### src/rtl/ttt_game_ctrl.sv
// ---------------------------------------------------------------------------
// ttt_game_ctrl
//
// Tic-tac-toe game controller sitting in front of the VGA renderer. The
// debounced rotary encoder moves a cursor over the 3x3 board. A push on the
// encoder places the current player's marker. The block keeps the board,
// detects wins and draws, and publishes everything as registered outputs.
//
// Ports:
//   clk          in   1   system clock
//   clr          in   1   synchronous active-high reset
//   rot_a        in   1   debounced rotary channel A
//   rot_b        in   1   debounced rotary channel B (direction)
//   rot_ctr      in   1   debounced rotary push button, level, high = pressed
//   square_num   out  8   cursor square 1..9 row-major, 0 once the game is over
//   board        out 18   square k at bits [2k-1:2k-2]: 00 empty, 01 P1, 10 P2
//   turn         out  1   player to move: 0 = player 1, 1 = player 2
//   move_count   out  4   markers placed, 0..9
//   player_1_win out  1   held until new game or reset
//   player_2_win out  1   held until new game or reset
//   draw         out  1   board full with no winner
// ---------------------------------------------------------------------------
module ttt_game_ctrl (
    input  logic        clk,
    input  logic        clr,
    input  logic        rot_a,
    input  logic        rot_b,
    input  logic        rot_ctr,
    output logic [7:0]  square_num,
    output logic [17:0] board,
    output logic        turn,
    output logic [3:0]  move_count,
    output logic        player_1_win,
    output logic        player_2_win,
    output logic        draw
);

    typedef enum logic [1:0] {
        PLAY  = 2'd0,
        CHECK = 2'd1,
        WIN   = 2'd2,
        DRAW  = 2'd3
    } state_t;

    state_t      state_q;

    // Input synchronizers. B is only looked at on the A rising edge, which
    // is detected between a_q1 and a_q2, so b_q1 is the stage that lines up.
    logic        a_q1, a_q2;
    logic        b_q1;
    logic        ctr_q1, ctr_q2;

    logic [3:0]  cursor_q;
    logic [17:0] board_q;
    logic        turn_q;
    logic [3:0]  move_count_q;
    logic        p1_win_q, p2_win_q, draw_q;

    logic        step;
    logic        press;
    logic [4:0]  sq_idx;
    logic [1:0]  cur_sq;
    logic [1:0]  mover_code;

    // True when every square of any of the 8 lines holds code c.
    function automatic logic line_won(input logic [17:0] b, input logic [1:0] c);
        logic [8:0] m;
        for (int k = 0; k < 9; k++) begin
            m[k] = (b[2*k +: 2] == c);
        end
        return (m[0] & m[1] & m[2]) | (m[3] & m[4] & m[5]) | (m[6] & m[7] & m[8]) |
               (m[0] & m[3] & m[6]) | (m[1] & m[4] & m[7]) | (m[2] & m[5] & m[8]) |
               (m[0] & m[4] & m[8]) | (m[2] & m[4] & m[6]);
    endfunction

    assign step       = a_q1 & ~a_q2;
    assign press      = ctr_q1 & ~ctr_q2;
    // Bit offset of the cursor square; only meaningful while cursor is 1..9.
    assign sq_idx     = {cursor_q - 4'd1, 1'b0};
    assign cur_sq     = board_q[sq_idx +: 2];
    assign mover_code = turn_q ? 2'b10 : 2'b01;

    always_ff @(posedge clk) begin
        if (clr) begin
            a_q1         <= 1'b0;
            a_q2         <= 1'b0;
            b_q1         <= 1'b0;
            ctr_q1       <= 1'b0;
            ctr_q2       <= 1'b0;
            state_q      <= PLAY;
            cursor_q     <= 4'd1;
            board_q      <= '0;
            turn_q       <= 1'b0;
            move_count_q <= 4'd0;
            p1_win_q     <= 1'b0;
            p2_win_q     <= 1'b0;
            draw_q       <= 1'b0;
        end else begin
            a_q1   <= rot_a;
            a_q2   <= a_q1;
            b_q1   <= rot_b;
            ctr_q1 <= rot_ctr;
            ctr_q2 <= ctr_q1;

            case (state_q)
                PLAY: begin
                    // A press takes priority; a coincident step is dropped.
                    if (press) begin
                        if (cur_sq == 2'b00) begin
                            board_q[sq_idx +: 2] <= mover_code;
                            move_count_q         <= move_count_q + 4'd1;
                            state_q              <= CHECK;
                        end
                    end else if (step) begin
                        if (!b_q1) begin
                            cursor_q <= (cursor_q == 4'd9) ? 4'd1 : cursor_q + 4'd1;
                        end else begin
                            cursor_q <= (cursor_q == 4'd1) ? 4'd9 : cursor_q - 4'd1;
                        end
                    end
                end

                // board_q already holds the new marker here. Win is tested
                // before the full-board test so a winning ninth move wins.
                CHECK: begin
                    if (line_won(board_q, mover_code)) begin
                        if (turn_q) begin
                            p2_win_q <= 1'b1;
                        end else begin
                            p1_win_q <= 1'b1;
                        end
                        cursor_q <= 4'd0;
                        state_q  <= WIN;
                    end else if (move_count_q == 4'd9) begin
                        draw_q   <= 1'b1;
                        cursor_q <= 4'd0;
                        state_q  <= DRAW;
                    end else begin
                        turn_q  <= ~turn_q;
                        state_q <= PLAY;
                    end
                end

                WIN, DRAW: begin
                    if (press) begin
                        board_q      <= '0;
                        move_count_q <= 4'd0;
                        turn_q       <= 1'b0;
                        p1_win_q     <= 1'b0;
                        p2_win_q     <= 1'b0;
                        draw_q       <= 1'b0;
                        cursor_q     <= 4'd1;
                        state_q      <= PLAY;
                    end
                end

                default: state_q <= PLAY;
            endcase
        end
    end

    assign square_num   = {4'd0, cursor_q};
    assign board        = board_q;
    assign turn         = turn_q;
    assign move_count   = move_count_q;
    assign player_1_win = p1_win_q;
    assign player_2_win = p2_win_q;
    assign draw         = draw_q;

endmodule

### config.mk
export PLATFORM = sky130hd
export DESIGN_NAME = ttt_game_ctrl
export DESIGN_NICKNAME = d
export VERILOG_FILES = /design/src/rtl/ttt_game_ctrl.sv
export SDC_FILE = /design/constraint.sdc
export NUM_CORES = 1
export LEC_CHECK = 0
export CAP_MARGIN = 20
export CORE_ASPECT_RATIO = 0.8
export CORE_UTILIZATION = 30
export DETAILED_ROUTE_END_ITERATION = 6
export DONT_BUFFER_PORTS = 1
export PLACE_DENSITY_LB_ADDON = 0.3
export SKIP_LAST_GASP = 1
export SYNTH_ARGS = -nofsm -noshare
export SYNTH_HDL_FRONTEND = slang
export SYNTH_SLANG_ARGS = --single-unit
### constraint.sdc
create_clock -name clk -period 3.7 [get_ports clk]
set_input_delay 0.37 -clock clk [delete_from_list [all_inputs] [get_ports clk]]
set_output_delay 0.37 -clock clk [all_outputs]
set_load 0.05 [all_outputs]
==> reports/results.tsv, run 1 <==
metric	value	unit
wl_met2	2.77	mm
start_util	31.2	%
ys_seq_area_share	29.6	%
setup_viol	0	
drt_first_pass_iters	4	
clockBufferDepth	2	
grt_max_degree	26	
grt_first_pass_wirelength	10.9	mm
post-route-util	33.3	%
cts_tree	done	
ir_worst_vdd	0.000129	V
reg2reg_slack	0.98	ns
diodes	0	
crit_path_frequent_cell	o21ai_0	
fin_nets	311	
die_x	104	um
postPlaceCellArea	2590	um2
hp-class	primary input to flip-flop	
die_h	83.6	um
criticalPathCategory	flip-flop to flip-flop	
syn_area_per_cell	8.20	um2
slew_violations	0	
crit_path_end_kind	flip-flop	
gp_congestion	0.811	
cts_hold_buf	0	
cts_max_level	2	
ios	39	
drtAntennaViolNets	0	
syn-instance-count	305	
synth_cell_types	63	
outcome	complete, no violations	
antenna_found_initial	0	
max_freq	367	MHz
wl_met3	587	um
startpoint_type	flip-flop	
hold_violations	0	
final_cell_mix	dfxtp_1, nor2_1, o21ai_0	
path_buf_inv	0	
leakage	0.945	nW
yosys.area.top_type_share	29.6	%
wl	6.72	mm
clk_root_buffer_cell	clkbuf_8	
layout_commonest_cell	dfxtp_1	
area_delta_synth_final	6.96	%
met1_length	3.33	mm
core_area	8020	um2
fin_cells	408	
cp_slowest_stage_delay	0.69	ns
vias	2299	
timing.setup.tns	0	ns
maxUsedRoutingLayer	met4	
wl_per_cell	16.5	um
synth_edf_count	0	
cp_slowest_cell	dfxtp_1	
die_area	8700	um2
period_share	73.6	%
cts.sinks	37	
worst-path-max-fanout	5	
synth_area	2500	um2
crit_required	3.89	ns
ys_async_sr_fraction	0	%
ys_ff_latch	37	
dp.cells	400	
maxCapViolCount	0	
grt_usage	15.6	%
yosys_warnings	0	
final.setup_skew	0.00425	ns
finalPower	1.03	mW
worstPathArrival	2.91	ns
synth_top_flop_cell	dfxtp_1	
clock_latency	0.29	ns
yosys-top-cells-area	dfxtp_1, a22o_1, o21ai_0	
rsz0062_at_grt	false	
grt_pass1_vias	2047	
synth_top_cell_by_area	dfxtp_1	
critical-path-top-delay-family	compound AO/OA/AOI/OAI gates	
slew_headroom	55.6	%
drive_gt1_share	8.33	%
drc	0	
post_cts_buffers	0	
path_cells	or3b_2 -> o22ai_1 -> nor3_1 -> o21ai_0 -> o21ai_0 -> a32o_1	
powerDensity	386	nW/um2
final_cell_area	2670	um2
gr-total-overflow	0	
dp_hpwl	5.07	mm
worstMarginPinSlew	0.666	ns
drt_iter0_markers	167	
via_per_inst	5.63	
portBuffers	0	
ctsResizeCount	0	
rows	29	
numCtsBuffers	5	
final.min_clock_period	2.72	ns
clkTransAtPathRegs	0.07	ns
[sequential cells by signal, summed over array words and instances, names as in the netlist]
register	cells
state_q	2
player_1_win	1
board	18
move_count	4
cursor_q	4
a_q2	1
ctr_q1	1
player_2_win	1
turn	1
draw	1
ctr_q2	1
a_q1	1
b_q1	1
[path summary, 6_finish.rpt]
kind | from | end | cells after the start
setup / recovery | board[12] | cursor_q[1] | 6
hold / removal | clr | ctr_q1 | 1
setup reg to reg | board[12] | cursor_q[1] | 6
hold reg to reg | a_q1 | a_q2 | 1
[logic make-up after synthesis]
group	after synthesis	synth area share, %
simple gates	111	25.1
buf+inv	32	5.51
xor+xnor	10	3.80
other cells	1	0.150
mux	4	2.10
fa+ha+maj	7	3.50
compound gates	103	30.2
flops	37	29.6
[per-layer routing]
layer | up-vias | GRT usage [%]
met1 | 1100 | 22.7
li1 | 1113 | -
met3 | 7 | 5.39
met5 | - | 0
met4 | 0 | 2.73
met2 | 79 | 21.9
[through the flow]
| stage | hold WS, ns | worst slack (ns) |
|---|---|---|
| 2_1_floorplan | 0.429 | 0.650 |
| 3_3_place_gp | 0.444 | 1.06 |
| 3_5_place_dp | 0.445 | 1.02 |
| 4_1_cts | 0.130 | 1.00 |
| 5_1_grt | 0.122 | 0.843 |
| 6_report | 0.138 | 0.978 |
[synthesized netlist by cell type, types with 3 or more instances]
library cell / n
a21oi_1: 13
a22o_1: 12
a31oi_1: 6
a32o_1: 8
and2_1: 4
and3_1: 3
buf_1: 3
buf_4: 4
clkbuf_1: 13
dfxtp_1: 37
ha_1: 7
inv_1: 10
mux2i_1: 3
nand2_1: 14
nand2b_1: 11
nand3_1: 7
nand3b_1: 8
nor2_1: 21
nor2b_1: 14
nor3_1: 7
nor3b_1: 4
o21ai_0: 18
o21bai_1: 3
o22ai_1: 10
o31ai_1: 3
or3_1: 4
or3b_2: 3
xnor2_1: 3
xor2_1: 6
[final cells by class]
cell class              instances  area (um2)
clock buffers                   6        72.6
clock inverters                 2        10.0
fillers                       837        5350
inverters                      10        37.5
multi-input cells             239        1630
flip-flops and latches         37         741
well taps                     108         135
repair buffers                  6        45.0
[report_power, final]
| group | internal, mW | switching, mW |
|---|---|---|
| clock network | 0.130 | 0.141 |
| logic | 0.102 | 0.212 |
| registers | 0.411 | 0.0356 |
Power figures use the tool's default switching activity.
==> run 2, diff against run 1 <==
==> constraint.sdc (replaced) <==
create_clock -name clk -period 2.2 [get_ports clk]
set_input_delay 0.22 -clock clk [delete_from_list [all_inputs] [get_ports clk]]
set_output_delay 0.22 -clock clk [all_outputs]
set_load 0.05 [all_outputs]
==> run 2 against run 1 <==
The flow now finishes with violations (negative setup slack). Routed wire length increased by 13%. Global-route usage increased by 2.2 points. Clock-buffer cell count increased by 1. Via count increased by 9.2%. Critical endpoint is now board[0]. Sequential power increased by 60%. Clock power increased by 93%. Non-clock buffer count increased by 53. Sequential share of layout area decreased by 4.7 points. Hold slack got worse by 0.077 ns. Sequential cell count unchanged. Cell count increased by 13%.
==> reports/results.tsv, run 2 (synthesis results as in run 1) <==
metric	value	unit	change
largest_register_ffs	18		unchanged
powerDensity	610	nW/um2	was 386 nW/um2
criticalPathCategory	flip-flop to flip-flop		unchanged
period_share	102	%	was 73.6%
drtAntennaViolNets	0		unchanged
cts_max_level	2		unchanged
setup_viol	14		was 0
setup_slack	-0.0396	ns	was 0.978 ns
worst-path-max-fanout	9		was 5
grt_pass1_vias	2405		was 2047
crit_required	2.38	ns	was 3.89 ns
crit_path_end_kind	flip-flop		unchanged
slew_headroom	61.7	%	was 55.6%
portBuffers	0		unchanged
final.min_clock_period	2.24	ns	was 2.72 ns
hold_violations	0		unchanged
rsz0062_at_grt	true		was false
finalPower	1.99	mW	was 1.03 mW
via_per_inst	5.43		was 5.63
ir_worst_vdd	0.000283	V	was 0.000129 V
max_freq	447	MHz	was 367 MHz
dp_hpwl	5.54	mm	was 5.07 mm
clock_latency	0.30	ns	was 0.29 ns
postPlaceCellArea	2990	um2	was 2590 um2
gp_congestion	0.816		was 0.811
grt_max_degree	25		was 26
core_area	8020	um2	unchanged
antenna_found_initial	0		unchanged
holdWs	0.0606	ns	was 0.138 ns
outcome	finished with violations		was complete, no violations
timing.setup.tns	-0.203	ns	was 0 ns
final_cell_mix	buf_4, dfxtp_1, nor2_1		was dfxtp_1, nor2_1, o21ai_0
worstPathArrival	2.42	ns	was 2.91 ns
die_h	83.6	um	unchanged
final.setup_skew	0.0106	ns	was 0.00425 ns
numCtsBuffers	5		unchanged
diodes	0		unchanged
gr-total-overflow	0		unchanged
drc	0		unchanged
start_util	31.2	%	unchanged
hp-class	primary input to flip-flop		unchanged
cts.sinks	37		unchanged
fin_nets	365		was 311
die_area	8700	um2	unchanged
drt_iter0_markers	204		was 167
wl_per_cell	16.4	um	was 16.5 um
grt_usage	17.8	%	was 15.6%
clk_root_buffer_cell	clkbuf_8		unchanged
worstMarginPinSlew	0.573	ns	was 0.666 ns
leakage	1.25	nW	was 0.945 nW
clkTransAtPathRegs	0.08	ns	was 0.07 ns
wl	7.58	mm	was 6.72 mm
drt_first_pass_iters	4		unchanged
grt_first_pass_wirelength	12.5	mm	was 10.9 mm
clockBufferDepth	2		unchanged
slew_violations	0		unchanged
drive_gt1_share	29.1	%	was 8.33%
final_cell_area	3270	um2	was 2670 um2
dp.cells	447		was 400
vias	2510		was 2299
fin_cells	462		was 408
layout_commonest_cell	buf_4		was dfxtp_1
maxCapViolCount	0		unchanged
ios	39		unchanged
rows	29		unchanged
violations	negative setup slack		
startpoint_type	flip-flop		unchanged
die_x	104	um	unchanged
cts_tree	done		unchanged
area_delta_synth_final	30.7	%	was 6.96%
## run 2: changes by cell type in the layout (fill, tap and decap cells not counted), moves of 3 or more
| cell | before | now |
|---|---|---|
| dfxtp_2 | 0 | 3 |
| a21oi_2 | 2 | 8 |
| o22ai_2 | 0 | 4 |
| buf_4 | 6 | 54 |
| o22ai_1 | 10 | 6 |
| a21oi_1 | 13 | 6 |
| o21ai_0 | 18 | 15 |
| dfxtp_1 | 37 | 32 |
## run 2: final timing paths
check / to / cells past startpoint / slack, ns / from
max reg2reg: board[0] / 7 / -0.04 / cursor_q[0]
min reg2reg: a_q2 / 1 / 0.47 / a_q1
min: a_q1 / 1 / 0.06 / rot_a
max: board[0] / 7 / -0.04 / cursor_q[0]
## run 2: stage by stage
| step | worst slack (ns) | utilization, % |
|---|---|---|
| after detailed placement | -0.176 | 37.3 |
| after global routing | -0.141 | 40.7 |
| final | -0.0396 | 40.7 |
| after floorplan | -0.300 | - |
| after global placement | -0.161 | 37.3 |
| after CTS | -0.0561 | 39.7 |
## run 2: report_power, final
group          total [mW]  internal, mW  switching (mW)
Combinational       0.753         0.298           0.455
Sequential          0.715         0.694          0.0219
Clock               0.523         0.283           0.240
Total                1.99          1.27           0.718
## run 2: critical path, stage by stage, from the launching register on
cell      delay, ns
dfxtp_4        0.35
buf_4          0.17
or4_4          0.53
a221oi_2       0.35
o21ai_4        0.17
nand2_4        0.17
o21ai_1        0.11
a32o_1         0.28
## run 2: what timing repair did
item	CTS	global route
buffers inserted	5	0
endpoints found under the setup margin	22	30
hold buffers	1	1
pin swaps	4	1
cloned	1	0
gates resized for setup	11	19
endpoints found under the hold margin	6	2
## run 2: metal layers
metal / track usage [%] / up-vias / routed length (um)
li1: - / 1232 / -
met1: 26.0 / 1194 / 3870
met2: 26.5 / 72 / 3190
met3: 3.83 / 12 / 418
met4: 4.03 / 0 / 111
met5: 0 / - / 0
## run 2: final cells by class
type | count | area [um2]
fillers | 810 | 4750
multi-input cells | 240 | 1770
flip-flops and latches | 37 | 752
repair buffers | 59 | 468
well taps | 108 | 135
clock buffers | 7 | 96.3
inverters | 10 | 40.0
clock inverters | 1 | 5.00
==> run 3, diff against run 2 <==
--- a/config.mk
+++ b/config.mk
@@ -6,11 +6,11 @@
 export NUM_CORES = 1
 export LEC_CHECK = 0
 export CAP_MARGIN = 20
-export CORE_ASPECT_RATIO = 0.8
+export CORE_ASPECT_RATIO = 1.25
 export CORE_UTILIZATION = 30
 export DETAILED_ROUTE_END_ITERATION = 6
 export DONT_BUFFER_PORTS = 1
-export PLACE_DENSITY_LB_ADDON = 0.3
+export PLACE_DENSITY = 0.52
 export SKIP_LAST_GASP = 1
 export SYNTH_ARGS = -nofsm -noshare
 export SYNTH_HDL_FRONTEND = slang
==> run 3 against run 2 <==
The flow still finishes with violations (negative setup slack). Core utilization down 0.27 points. Sequential cell count unchanged. Sequential power about the same.
==> reports/results.tsv, run 3 (synthesis results as in run 1) <==
metric	value	unit	change
outcome	finished with violations		unchanged
violations	negative setup slack		unchanged
worstPathArrival	2.43	ns	was 2.42 ns
multi_input_area	1740	um2	was 1770 um2
cts.sinks	37		unchanged
clock_latency	0.30	ns	about the same
wl_per_cell	17.4	um	was 16.4 um
nFillCells	840		was 810
setup_slack	-0.0493	ns	was -0.0396 ns
ir_worst_vdd	0.000321	V	was 0.000283 V
final_cell_mix	buf_4, dfxtp_1, nor2_1		unchanged
post-route-util	40.5	%	was 40.7%
drt_first_pass_iters	4		unchanged
powerDensity	617	nW/um2	was 610 nW/um2
vias	2514		was 2510
clkTransAtPathRegs	0.08	ns	about the same
criticalPathCategory	flip-flop to flip-flop		unchanged
drc	0		unchanged
startpoint_type	flip-flop		unchanged
grt_max_degree	23		was 25
crit_required	2.38	ns	about the same
dp_hpwl	5.78	mm	was 5.54 mm
gr-total-overflow	0		unchanged
slew_headroom	64.8	%	was 61.7%
drive_gt1_share	27.7	%	was 29.1%
rsz0062_at_grt	true		unchanged
worst-path-max-fanout	9		unchanged
diodes	0		unchanged
clockBufferDepth	2		unchanged
grt_first_pass_wirelength	12.9	mm	was 12.5 mm
hold_violations	0		unchanged
gp_congestion	0.836		was 0.816
grt_usage	18.3	%	was 17.8%
crit_path_end_kind	flip-flop		unchanged
period_share	102	%	about the same
timing.setup.tns	-0.438	ns	was -0.203 ns
wl	7.81	mm	was 7.58 mm
hp-class	primary input to flip-flop		unchanged
grt_pass1_vias	2435		was 2405
drt_iter0_markers	131		was 204
die_h	104	um	was 83.6 um
leakage	1.24	nW	was 1.25 nW
largest_register_ffs	18		unchanged
slew_violations	0		unchanged
max_freq	445	MHz	was 447 MHz
maxCapViolCount	0		unchanged
drtAntennaViolNets	0		unchanged
numCtsBuffers	5		unchanged
die_area	8700	um2	unchanged
fin_nets	365		unchanged
antenna_found_initial	0		unchanged
via_per_inst	5.60		was 5.43
rows	36		was 29
portBuffers	0		unchanged
cts_max_level	2		unchanged
layout_commonest_cell	buf_4		unchanged
worstMarginPinSlew	0.527	ns	was 0.573 ns
setup_viol	17		was 14
start_util	31.5	%	was 31.2%
die_x	83.6	um	was 104 um
cts_tree	done		unchanged
final.setup_skew	0.0122	ns	was 0.0106 ns
final-seq-area	751	um2	was 752 um2
area_delta_synth_final	28.3	%	was 30.7%
ios	39		unchanged
clk_root_buffer_cell	clkbuf_8		unchanged
core_area	7930	um2	was 8020 um2
final.min_clock_period	2.25	ns	was 2.24 ns
finalPower	1.98	mW	was 1.99 mW
[run 3: cell type report]
type	instances	area share, %
multi-input cells	240	54.3
clock buffers	7	2.69
well taps	95	3.71
inverters	10	1.33
repair buffers	59	14.4
flip-flops and latches	37	23.4
clock inverters	1	0.234
[run 3: worst paths after layout]
path	start	endpoint	slack, ns	depth (start not counted)
max	cursor_q[0]	board[5]	-0.05	9
min	rot_b	b_q1	0.04	1
max reg2reg	cursor_q[0]	board[5]	-0.05	9
min reg2reg	a_q1	a_q2	0.47	1
[run 3: stage by stage]
step | area (um2) | hold slack, ns | setup slack (ns) | cells
floorplan | 2560 | 0.348 | -0.300 | 308
global placement | 2970 | 0.296 | -0.110 | 435
detailed placement | 2970 | 0.295 | -0.123 | 435
CTS | 3110 | 0.0433 | -0.00984 | 444
global route | 3210 | 0.0412 | -0.121 | 449
finish | 3210 | 0.0425 | -0.0493 | 449
[run 3: power breakdown]
group | internal, mW | total (mW) | switching, mW
clock | 0.255 | 0.514 | 0.260
combinational | 0.297 | 0.749 | 0.452
sequential | 0.693 | 0.717 | 0.0237
[run 3: worst max-delay path, stage by stage (launching register included)]
cell       delay (ns)
dfxtp_4          0.36
inv_4            0.06
ha_4             0.15
xor2_4           0.16
mux4_2           0.54
o2111ai_4        0.27
buf_4            0.17
a21oi_2          0.05
buf_6            0.15
a32o_1           0.21
[run 3: layer usage]
layer / wire length (um) / vias up / track usage, %
li1: - / 1228 / -
met1: 3340 / 1206 / 22.9
met2: 3970 / 69 / 31.4
met3: 343 / 11 / 3.17
met4: 155 / 0 / 6.42
met5: 0 / - / 0
[run 3: what timing repair did]
action | in CTS | in global routing
hold endpoints to repair | 8 | 0
gates cloned | 0 | 1
pin swaps | 1 | 5
hold buffers | 1 | 0
buffers inserted | 0 | 4
setup endpoints to repair | 20 | 25
gates resized for setup | 9 | 17
